<file path="src/rtl/vga_draw_rect_if.sv">
// Bundle of request, load and pixel-output signals between a controller and the rectangle rasteriser.
// dbg_state mirrors the rasteriser FSM for observation only.
interface vga_draw_rect_if #(
   parameter int X_W      = 8,
   parameter int Y_W      = 7,
   parameter int COLOUR_W = 3
);
   // Requests are levels whose rising edge is the event. They are honoured only while
   // the rasteriser is idle (busy=0, done=0); edges seen at any other time are dropped.
   logic [X_W-1:0]      pos_in;
   logic                store_pos;
   logic [COLOUR_W-1:0] color_in;
   logic                outline;
   logic                plot;
   logic                clear_scr;
   logic                plot_enable;
   logic [X_W-1:0]      X;
   logic [Y_W-1:0]      Y;
   logic [COLOUR_W-1:0] color_out;
   logic                busy;
   logic                done;
   logic [1:0]          dbg_state;

   modport master (
      output pos_in, store_pos, color_in, outline, plot, clear_scr,
      input  plot_enable, X, Y, color_out, busy, done, dbg_state
   );

   modport slave (
      input  pos_in, store_pos, color_in, outline, plot, clear_scr,
      output plot_enable, X, Y, color_out, busy, done, dbg_state
   );
endinterface

</file>
<file path="src/rtl/vga_draw_rect.sv">
// Rectangle rasteriser: loads X/Y/W/H from a shared bus, then emits one pixel per clock
// (filled or outline, clipped at the screen edge), or clears the whole screen to colour 0.
module vga_draw_rect #(
   parameter int X_W      = 8,
   parameter int Y_W      = 7,
   parameter int SIZE_W   = 5,
   parameter int COLOUR_W = 3,
   parameter int SCR_W    = 160,
   parameter int SCR_H    = 120
) (
   input  logic           clock,
   input  logic           resetn,
   vga_draw_rect_if.slave bus
);
   localparam int CX_W = (X_W > SIZE_W) ? X_W : SIZE_W;
   localparam int CY_W = (Y_W > SIZE_W) ? Y_W : SIZE_W;

   typedef enum logic [1:0] {S_IDLE = 2'd0, S_DRAW = 2'd1, S_CLEAR = 2'd2, S_DONE = 2'd3} state_t;
   typedef enum logic [1:0] {SLOT_X = 2'd0, SLOT_Y = 2'd1, SLOT_W = 2'd2, SLOT_H = 2'd3} slot_t;

   state_t              state_q, state_d;
   slot_t               slot_q, slot_d;
   logic                loaded_q, loaded_d;
   logic [X_W-1:0]      x0_q, x0_d;
   logic [Y_W-1:0]      y0_q, y0_d;
   logic [SIZE_W-1:0]   w_q, w_d;
   logic [SIZE_W-1:0]   h_q, h_d;
   logic                outl_q, outl_d;
   logic [CX_W-1:0]     cx_q, cx_d;
   logic [CY_W-1:0]     cy_q, cy_d;
   logic                store_prev_q, plot_prev_q, clr_prev_q;
   logic                pe_q, pe_d;
   logic [X_W-1:0]      xo_q, xo_d;
   logic [Y_W-1:0]      yo_q, yo_d;
   logic [COLOUR_W-1:0] co_q, co_d;

   logic                store_edge, plot_edge, clr_edge;
   logic [CX_W-1:0]     w_last;
   logic [CY_W-1:0]     h_last;
   logic                pix_en, pix_outl, on_border;
   logic [X_W:0]        sum_x;
   logic [Y_W:0]        sum_y;

   assign store_edge = bus.store_pos & ~store_prev_q;
   assign plot_edge  = bus.plot & ~plot_prev_q;
   assign clr_edge   = bus.clear_scr & ~clr_prev_q;
   assign w_last     = CX_W'(w_q) - CX_W'(1);
   assign h_last     = CY_W'(h_q) - CY_W'(1);

   // The counters always hold the position currently on the outputs; each cycle the
   // next position is computed here and its pixel is registered straight into the outputs.
   always_comb begin
      state_d  = state_q;
      slot_d   = slot_q;
      loaded_d = loaded_q;
      x0_d     = x0_q;
      y0_d     = y0_q;
      w_d      = w_q;
      h_d      = h_q;
      outl_d   = outl_q;
      cx_d     = cx_q;
      cy_d     = cy_q;
      pe_d     = 1'b0;
      xo_d     = xo_q;
      yo_d     = yo_q;
      co_d     = co_q;
      pix_en   = 1'b0;
      pix_outl = outl_q;
      case (state_q)
         S_IDLE: begin
            if (store_edge) begin
               case (slot_q)
                  SLOT_X: begin x0_d = bus.pos_in;              slot_d = SLOT_Y; end
                  SLOT_Y: begin y0_d = bus.pos_in[Y_W-1:0];     slot_d = SLOT_W; end
                  SLOT_W: begin w_d  = bus.pos_in[SIZE_W-1:0];  slot_d = SLOT_H; end
                  SLOT_H: begin h_d  = bus.pos_in[SIZE_W-1:0];  slot_d = SLOT_X; loaded_d = 1'b1; end
               endcase
            end
            if (clr_edge) begin
               state_d = S_CLEAR;
               cx_d    = '0;
               cy_d    = '0;
               pe_d    = 1'b1;
               xo_d    = '0;
               yo_d    = '0;
               co_d    = '0;
            end else if (plot_edge && loaded_q) begin
               outl_d = bus.outline;
               co_d   = bus.color_in;
               if (w_d == '0 || h_d == '0) begin
                  state_d = S_DONE;
               end else begin
                  state_d  = S_DRAW;
                  cx_d     = '0;
                  cy_d     = '0;
                  pix_en   = 1'b1;
                  pix_outl = bus.outline;
               end
            end
         end
         S_DRAW: begin
            if (cx_q == w_last && cy_q == h_last) begin
               state_d = S_DONE;
            end else begin
               if (cx_q == w_last) begin
                  cx_d = '0;
                  cy_d = cy_q + CY_W'(1);
               end else begin
                  cx_d = cx_q + CX_W'(1);
               end
               pix_en = 1'b1;
            end
         end
         S_CLEAR: begin
            if (cx_q == CX_W'(SCR_W - 1) && cy_q == CY_W'(SCR_H - 1)) begin
               state_d = S_DONE;
            end else begin
               if (cx_q == CX_W'(SCR_W - 1)) begin
                  cx_d = '0;
                  cy_d = cy_q + CY_W'(1);
               end else begin
                  cx_d = cx_q + CX_W'(1);
               end
               pe_d = 1'b1;
               xo_d = X_W'(cx_d);
               yo_d = Y_W'(cy_d);
            end
         end
         S_DONE: state_d = S_IDLE;
      endcase

      // Sums carry one extra bit so an overflowing coordinate is clipped instead of wrapping.
      sum_x     = (X_W + 1)'(x0_d) + (X_W + 1)'(cx_d);
      sum_y     = (Y_W + 1)'(y0_d) + (Y_W + 1)'(cy_d);
      on_border = (cx_d == '0) || (cx_d == w_last) || (cy_d == '0) || (cy_d == h_last);
      if (pix_en) begin
         pe_d = (sum_x < (X_W + 1)'(SCR_W)) && (sum_y < (Y_W + 1)'(SCR_H)) && (!pix_outl || on_border);
         xo_d = sum_x[X_W-1:0];
         yo_d = sum_y[Y_W-1:0];
      end
   end

   always_ff @(posedge clock or negedge resetn) begin
      if (!resetn) begin
         state_q      <= S_IDLE;
         slot_q       <= SLOT_X;
         loaded_q     <= 1'b0;
         x0_q         <= '0;
         y0_q         <= '0;
         w_q          <= '0;
         h_q          <= '0;
         outl_q       <= 1'b0;
         cx_q         <= '0;
         cy_q         <= '0;
         store_prev_q <= 1'b0;
         plot_prev_q  <= 1'b0;
         clr_prev_q   <= 1'b0;
         pe_q         <= 1'b0;
         xo_q         <= '0;
         yo_q         <= '0;
         co_q         <= '0;
      end else begin
         state_q      <= state_d;
         slot_q       <= slot_d;
         loaded_q     <= loaded_d;
         x0_q         <= x0_d;
         y0_q         <= y0_d;
         w_q          <= w_d;
         h_q          <= h_d;
         outl_q       <= outl_d;
         cx_q         <= cx_d;
         cy_q         <= cy_d;
         store_prev_q <= bus.store_pos;
         plot_prev_q  <= bus.plot;
         clr_prev_q   <= bus.clear_scr;
         pe_q         <= pe_d;
         xo_q         <= xo_d;
         yo_q         <= yo_d;
         co_q         <= co_d;
      end
   end

   assign bus.plot_enable = pe_q;
   assign bus.X           = xo_q;
   assign bus.Y           = yo_q;
   assign bus.color_out   = co_q;
   assign bus.busy        = (state_q == S_DRAW) || (state_q == S_CLEAR);
   assign bus.done        = (state_q == S_DONE);
   assign bus.dbg_state   = state_q;
endmodule
</file>
<file path="src/flat_wrapper.sv">
// flat-port wrapper written by rule: the top's interface ports become plain ports
module vga_draw_rect_flat 
#(
   parameter int X_W      = 8,
   parameter int Y_W      = 7,
   parameter int SIZE_W   = 5,
   parameter int COLOUR_W = 3,
   parameter int SCR_W    = 160,
   parameter int SCR_H    = 120
)
  (clock, resetn, bus_pos_in, bus_store_pos, bus_color_in, bus_outline, bus_plot, bus_clear_scr, bus_plot_enable, bus_X, bus_Y, bus_color_out, bus_busy, bus_done, bus_dbg_state);
  vga_draw_rect_if #(.X_W(X_W), .Y_W(Y_W), .COLOUR_W(COLOUR_W)) bus_i ();
  input  logic clock;
  input  logic resetn;
  input wire logic [$bits(bus_i.pos_in)-1:0] bus_pos_in;
  input wire logic [$bits(bus_i.store_pos)-1:0] bus_store_pos;
  input wire logic [$bits(bus_i.color_in)-1:0] bus_color_in;
  input wire logic [$bits(bus_i.outline)-1:0] bus_outline;
  input wire logic [$bits(bus_i.plot)-1:0] bus_plot;
  input wire logic [$bits(bus_i.clear_scr)-1:0] bus_clear_scr;
  output wire logic [$bits(bus_i.plot_enable)-1:0] bus_plot_enable;
  output wire logic [$bits(bus_i.X)-1:0] bus_X;
  output wire logic [$bits(bus_i.Y)-1:0] bus_Y;
  output wire logic [$bits(bus_i.color_out)-1:0] bus_color_out;
  output wire logic [$bits(bus_i.busy)-1:0] bus_busy;
  output wire logic [$bits(bus_i.done)-1:0] bus_done;
  output wire logic [$bits(bus_i.dbg_state)-1:0] bus_dbg_state;
  assign bus_i.pos_in = bus_pos_in;
  assign bus_i.store_pos = bus_store_pos;
  assign bus_i.color_in = bus_color_in;
  assign bus_i.outline = bus_outline;
  assign bus_i.plot = bus_plot;
  assign bus_i.clear_scr = bus_clear_scr;
  assign bus_plot_enable = bus_i.plot_enable;
  assign bus_X = bus_i.X;
  assign bus_Y = bus_i.Y;
  assign bus_color_out = bus_i.color_out;
  assign bus_busy = bus_i.busy;
  assign bus_done = bus_i.done;
  assign bus_dbg_state = bus_i.dbg_state;
  vga_draw_rect #(.X_W(X_W), .Y_W(Y_W), .SIZE_W(SIZE_W), .COLOUR_W(COLOUR_W), .SCR_W(SCR_W), .SCR_H(SCR_H)) u_core (.clock(clock), .resetn(resetn), .bus(bus_i));
endmodule
</file>
<file path="config.mk">
export PLATFORM = sky130hd
export DESIGN_NAME = vga_draw_rect_flat
export DESIGN_NICKNAME = d
export VERILOG_FILES = /design/src/rtl/vga_draw_rect_if.sv /design/src/rtl/vga_draw_rect.sv /design/src/flat_wrapper.sv
export SDC_FILE = /design/constraint.sdc
export NUM_CORES = 1
export LEC_CHECK = 0
export ABC_AREA = 0
export ABC_CLOCK_PERIOD_IN_PS = 8600
export CORE_UTILIZATION = 55
export DETAILED_ROUTE_END_ITERATION = 10
export GPL_TIMING_DRIVEN = 0
export PLACE_DENSITY_LB_ADDON = 0.3
export REMOVE_ABC_BUFFERS = 1
export SYNTH_ARGS = -nofsm -noshare
export SYNTH_HDL_FRONTEND = slang
export SYNTH_SLANG_ARGS = --single-unit
</file>
<file path="constraint.sdc">
create_clock -name clock -period 8.6 [get_ports clock]
set_input_delay 0.86 -clock clock [delete_from_list [all_inputs] [get_ports clock]]
set_output_delay 0.86 -clock clock [all_outputs]
set_load 0.1 [all_outputs]
</file>
Word level (Yosys, flattened, before mapping)
Index checks and enable logic that the tools add are counted.

cells by class
  eq/ne operators = 17
  reductions and logical operators = 26
  magnitude comparators = 2
  multiplexer cells = 58
  add/subtract/negate cells = 6
  bitwise gates (word level) = 7

operator list
  kind                                                 number
  two-way mux 8 bit                                    13
  two-way mux 7 bit                                    13
  two-way mux 5 bit                                    6
  one-hot mux 8 bit (3 select lines)                   1
  one-hot mux 7 bit (3 select lines)                   1
  == test 8 bit                                        2
  one-hot mux 2 bit (4 select lines)                   2
  one-hot mux 8 bit (2 select lines)                   1
  == test 7 bit                                        2
  one-hot mux 7 bit (2 select lines)                   1
  AND reduction 3 bit                                  4
  subtractor 5 x 1 -> 6 bit (second input constant)    2
  two-way mux 1 bit                                    11
  logical NOT 5 bit                                    2
  two-way mux 2 bit                                    5
  adder 8 x 8 -> 9 bit                                 1
  < comparator 9 x 8 -> 1 bit (second input constant)  1
  adder 7 x 7 -> 8 bit                                 1
  adder 8 x 1 -> 8 bit (second input constant)         1
  == test 2 bit (second input constant)                4
  == test 8 bit (second input constant)                1
  logical NOT 8 bit                                    1
  < comparator 8 x 7 -> 1 bit (second input constant)  1
  adder 7 x 1 -> 7 bit (second input constant)         1
  other kinds (17)                                     38

storage, ports and cells
  flip-flop bits (word level) = 68
  input port bits = 17
  logic and storage cells = 133

Longest topological paths before layout
  depth in word-level cells = 17
  depth in mapped cells = 24

Worst setup path after synthesis
No wires, ideal clock.

  path kind = flip-flop to flip-flop
  from = reg u_core.state_q[1], in the netlist u_core.bus.dbg_state[1]
  to = reg u_core.pe_q, in the netlist u_core.bus.plot_enable
  cell stages (with the launch flop) = 18
  clock period less this slack = 4.811 ns
  setup time = 0.086 ns
  setup slack = 3.789 ns
  data arrival time = 4.726 ns
  cells stage by stage = dfrtp_1 -> ha_1 -> clkbuf_1 -> a21oi_1 -> o21a_1 -> a22oi_1 -> inv_1 -> ha_1 -> a21o_1 -> a21oi_1 -> o21ai_0 -> o41ai_1 -> xnor2_1 -> o21ai_0 -> o21ai_0 -> o22ai_1 -> inv_1 -> o221ai_2

between the ends
  word-level cells in the longest chain between the ends = 9
  elaborated cells between the ends (all ways) = 26
  those cells by class = add/sub: 2; order compare: 2; eq/ne: 4; mux: 8; reduce/logical: 10

ends and longest elaborated chain
  element                                                                       line                  RTL
  start, declared                                                               vga_draw_rect.sv:21   state_t state_q, state_d;
  start signal, assigned                                                        vga_draw_rect.sv:163  state_q <= state_d;
  == test 2 bit, or another cell as far along                                   vga_draw_rect.sv:69   case (state_q)
  one-hot mux 8 bit (3 select lines) (*)                                        vga_draw_rect.sv:69
  via u_core.cx_d[1]                                                            vga_draw_rect.sv:29   logic [CX_W-1:0] cx_q, cx_d;
  parallel branches: the longest is 5 deep, another holds adder 8 x 8 -> 9 bit  n/a
  logical AND 1 bit (*)                                                         vga_draw_rect.sv:137  pe_d = (sum_x < (X_W + 1)'(SCR_W)) && (sum_y < (Y_W + 1)'(SCR_H)) && (!pix_outl || on_border);
  two-way mux 1 bit (*)                                                         vga_draw_rect.sv:136  if (pix_en) begin
  via u_core.pe_d                                                               vga_draw_rect.sv:32   logic pe_q, pe_d;
  end signal, assigned                                                          vga_draw_rect.sv:176  pe_q <= pe_d;
  end, declared                                                                 vga_draw_rect.sv:32

Mark *: on every way through the listed nets, which the timed path passes.
A chain may end at the register's enable or synchronous reset.

Worst setup path after layout
  from = in bus_pos_in[0]
  to = reg u_core.pe_q, in the netlist u_core.bus.plot_enable

between the ends
  word-level cells in the longest chain between the ends = 16
  elaborated cells between the ends (all ways) = 47
  those cells by class = add/sub: 2; order compare: 2; eq/ne: 2; mux: 29; reduce/logical: 12

ends and longest elaborated chain
  element                                                                       line                  RTL
  start, declared                                                               flat_wrapper.sv:15    input wire logic [$bits(bus_i.pos_in)-1:0] bus_pos_in;
  two-way mux 5 bit                                                             vga_draw_rect.sv:72   case (slot_q)
  two-way mux 5 bit                                                             vga_draw_rect.sv:71   if (store_edge) begin
  two-way mux 5 bit                                                             vga_draw_rect.sv:69
  logical NOT 5 bit                                                             vga_draw_rect.sv:90   if (w_d == '0 || h_d == '0) begin
  logical OR 1 bit (*)                                                          vga_draw_rect.sv:90
  two-way mux 8 bit (*)                                                         vga_draw_rect.sv:90
  two-way mux 8 bit (*)                                                         vga_draw_rect.sv:87   end else if (plot_edge && loaded_q) begin
  two-way mux 8 bit (*)                                                         vga_draw_rect.sv:79   if (clr_edge) begin
  one-hot mux 8 bit (3 select lines) (*)                                        vga_draw_rect.sv:69
  via u_core.cx_d[1]                                                            vga_draw_rect.sv:29
  parallel branches: the longest is 5 deep, another holds adder 8 x 8 -> 9 bit  n/a
  logical AND 1 bit (*)                                                         vga_draw_rect.sv:137
  two-way mux 1 bit (*)                                                         vga_draw_rect.sv:136
  via u_core.pe_d                                                               vga_draw_rect.sv:32

Mark *: on every way through the listed nets, which the timed path passes. The select of a mux whose other input is x is not followed.

==> flow_summary.json <==
{
  "die_w_um": 96.12,
  "rsz0062_at_grt": "no",
  "fin_crit_ns": 6.124,
  "r2r-start": "u_core.slot_q[0]$_DFFE_PN0P_",
  "wl_per_cell_um": 18.79,
  "nNetsFinal": 621,
  "cts.sinks": 68,
  "start_kind": "input pin",
  "nFillCells": 706,
  "drc_errors": 0,
  "cp_data_required_time_ns": 8.87,
  "core_area_mm2": 0.008382,
  "cp_max_fo": 11,
  "place.gp.congestion": 0.9144,
  "synth-edff-count": 0,
  "grt_remaining_overflow": 0,
  "met3_usage": 0.04897,
  "slew_headroom": 0.2499,
  "cp.arrival_ns": 6.39,
  "met1_usage": 0.4314,
  "cts_root_buf": "clkbuf_8",
  "vias": 4287,
  "vias_per_cell": 6.286,
  "cts_inserted_buffers": 9,
  "grt_usage": 0.3001,
  "grt_busiest_layer": "met2",
  "min_from": "u_core.loaded_q$_DFFE_PN0P_",
  "setup_violations": 0,
  "rows": 33,
  "whs_path_depth": 1,
  "dp_hpwl_um": 9383,
  "clk_pin_slew_ns": 0.08,
  "antenna_found_initial": 0,
  "grt_pass1_wl_um": 20500,
  "timing.setup.tns_ns": 0,
  "seq_area_frac_synth": 0.3493,
  "syn_area_mm2": 0.004872,
  "grt_max_degree": 69,
  "finalHoldViolCount": 0,
  "slew_viol_final": 0,
  "status": "complete, no violations",
  "use_met2": 0.4504,
  "synthDistinctLibCells": 66,
  "netlist_instances": 550,
  "htree_levels": 3,
  "grt_pass1_vias": 3914,
  "synth_flop_cell": "dfrtp_1",
  "cts_buffer_depth": 2,
  "drtIter0Drc": 425,
  "setup_ws_ns": 2.476,
  "wl_um": 12820,
  "firstDrtPassIters": 7,
  "cts_resized": 0,
  "avgSynthCellArea_um2": 8.858,
  "hold_end": "u_core.loaded_q$_DFFE_PN0P_",
  "tightest_slew_ns": 1.125,
  "drt.antenna.violating_nets": 0,
  "skew_ns": 0.009485,
  "numPortBuffers": 39,
  "pre_cts_slack_ns": 2.202,
  "cts_hold_buf": 0,
  "rrSetupSlack_ns": 2.80,
  "cts_tree": "done",
  "ys_ff_latch": 68,
  "layout_commonest_cell": "dfrtp_1",
  "start_util": 0.5813,
  "r2r_end": "u_core.bus.plot_enable$_DFF_PN0_",
  "diodes": 0,
  "clk_latency_ns": 0.36,
  "r2r_cells": 20,
  "post_cts_buffers": 0,
  "cap_viol_max_count": 0,
  "end_kind": "flop",
  "max_freq_mhz": 163.3,
  "worstSetupPathType": "in -> reg",
  "area_delta_synth_final_pct": 13.05,
  "drive_gt1_frac": 0.1023,
  "yosysWarnings": 0,
  "die_area_mm2": 0.009239,
  "die_h_um": 96.12,
  "most-common-layout-cells": "68 x dfrtp_1, 49 x nor2_1, 48 x a21oi_1",
  "finalCritPeriodShare": 0.7121,
  "postSynth.asyncResetShare": 1.000,
  "utilization": 0.6571,
  "io_pins": 40,
  "min_path_type": "reg -> reg"
}
==> logic make-up after synthesis <==
family,synth area share
simple gates,0.1882
fa+ha+maj,0.08269
mux,0.06908
buf+inv,0.04237
compound gates,0.1983
xor+xnor,0.07011
flops,0.3493
==> through the flow <==
| stage | instances | instance area (um^2) | hold WS [ns] |
|---|---|---|---|
| floorplan | 522 | 4763 | 0.4350 |
| global placement | 666 | 5285 | 0.4771 |
| detailed placement | 667 | 5295 | 0.4771 |
| CTS | 682 | 5508 | 0.4988 |
| global route | 682 | 5508 | 0.5290 |
| finish | 682 | 5508 | 0.4971 |
==> final cells by class <==
| type | instances | area, um^2 | share of cell area |
|---|---|---|---|
| Tap cell | 105 | 131.4 | 0.02385 |
| Timing Repair Buffer | 40 | 395.4 | 0.07179 |
| Inverter | 26 | 97.59 | 0.01772 |
| Multi-Input combinational cell | 428 | 2969 | 0.5391 |
| Sequential cell | 68 | 1702 | 0.3090 |
| Clock inverter | 6 | 88.84 | 0.01613 |
| Clock buffer | 9 | 123.9 | 0.02249 |
==> routing by layer <==
metal | vias to the layer above | wire (um)
li1 | 2040 | -
met1 | 2044 | 5925
met2 | 178 | 5743
met3 | 25 | 908
met4 | 0 | 240
met5 | - | 0
==> worst max-delay path by stage <==
| stage | start | endpoint | slack, ns | depth (start not counted) |
|---|---|---|---|---|
| after floorplan | u_core.h_q[0]$_DFFE_PN0P_ | u_core.bus.plot_enable$_DFF_PN0_ | 3.52 | 19 |
| after detailed placement | bus_pos_in[0] | u_core.bus.plot_enable$_DFF_PN0_ | 2.20 | 19 |
| after global routing | bus_pos_in[1] | u_core.bus.plot_enable$_DFF_PN0_ | 2.17 | 19 |
| after CTS | bus_pos_in[0] | u_core.bus.plot_enable$_DFF_PN0_ | 2.57 | 19 |
| after global placement | u_core.h_q[0]$_DFFE_PN0P_ | u_core.bus.plot_enable$_DFF_PN0_ | 2.12 | 16 |
| final | bus_pos_in[0] | u_core.bus.plot_enable$_DFF_PN0_ | 2.48 | 19 |
==> state kept, by name (all words and copies together), names as in the netlist, 5 cells and up <==
name,cells
u_core.bus.X,8
u_core.x0_q,8
u_core.cy_q,7
u_core.bus.Y,7
u_core.h_q,5
u_core.w_q,5
u_core.y0_q,7
u_core.cx_q,8
==> critical path: stages <==
cell             delay (ns)
clkdlybuf4s50_1        0.61
nor3_1                 0.11
mux2_2                 0.27
a221oi_1               0.65
a21oi_1                0.48
a311o_1                0.56
a22oi_1                0.44
inv_1                  0.12
ha_1                   0.31
a21o_1                 0.19
a21oi_1                0.21
o21ai_0                0.15
o41ai_1                0.37
xnor2_1                0.17
o21ai_0                0.15
o21ai_0                0.14
o22ai_1                0.27
inv_1                  0.10
o221ai_2               0.23
==> cell usage after synthesis, types with 3 or more instances <==
cell type	count	share of area
a211oi_1	5	0.0077
a21o_1	4	0.0062
a21oi_1	48	0.049
a22o_1	3	0.0054
a311o_1	3	0.0062
a31oi_1	7	0.0090
and3_1	5	0.0064
buf_2	3	0.0031
clkbuf_1	25	0.019
dfrtp_1	68	0.35
ha_1	29	0.074
inv_1	26	0.020
mux2_2	29	0.067
nand2_1	40	0.031
nand2b_1	5	0.0064
nand3_1	16	0.016
nand3b_1	5	0.0077
nand4_1	4	0.0051
nand4b_1	3	0.0054
nor2_1	49	0.038
nor2b_1	4	0.0051
nor3_1	17	0.017
nor3b_1	3	0.0046
nor4_1	6	0.0077
o211ai_1	6	0.0092
o21a_1	6	0.0092
o21ai_0	28	0.029
o21ai_1	3	0.0031
o311ai_0	3	0.0054
o31ai_1	4	0.0062
or2_2	4	0.0051
or3_1	7	0.0090
or4_1	3	0.0046
xnor2_1	29	0.052
xor2_1	10	0.018
Power is not shown: default switching activity piles up to over one toggle a cycle in this logic, so the estimate is an artifact.
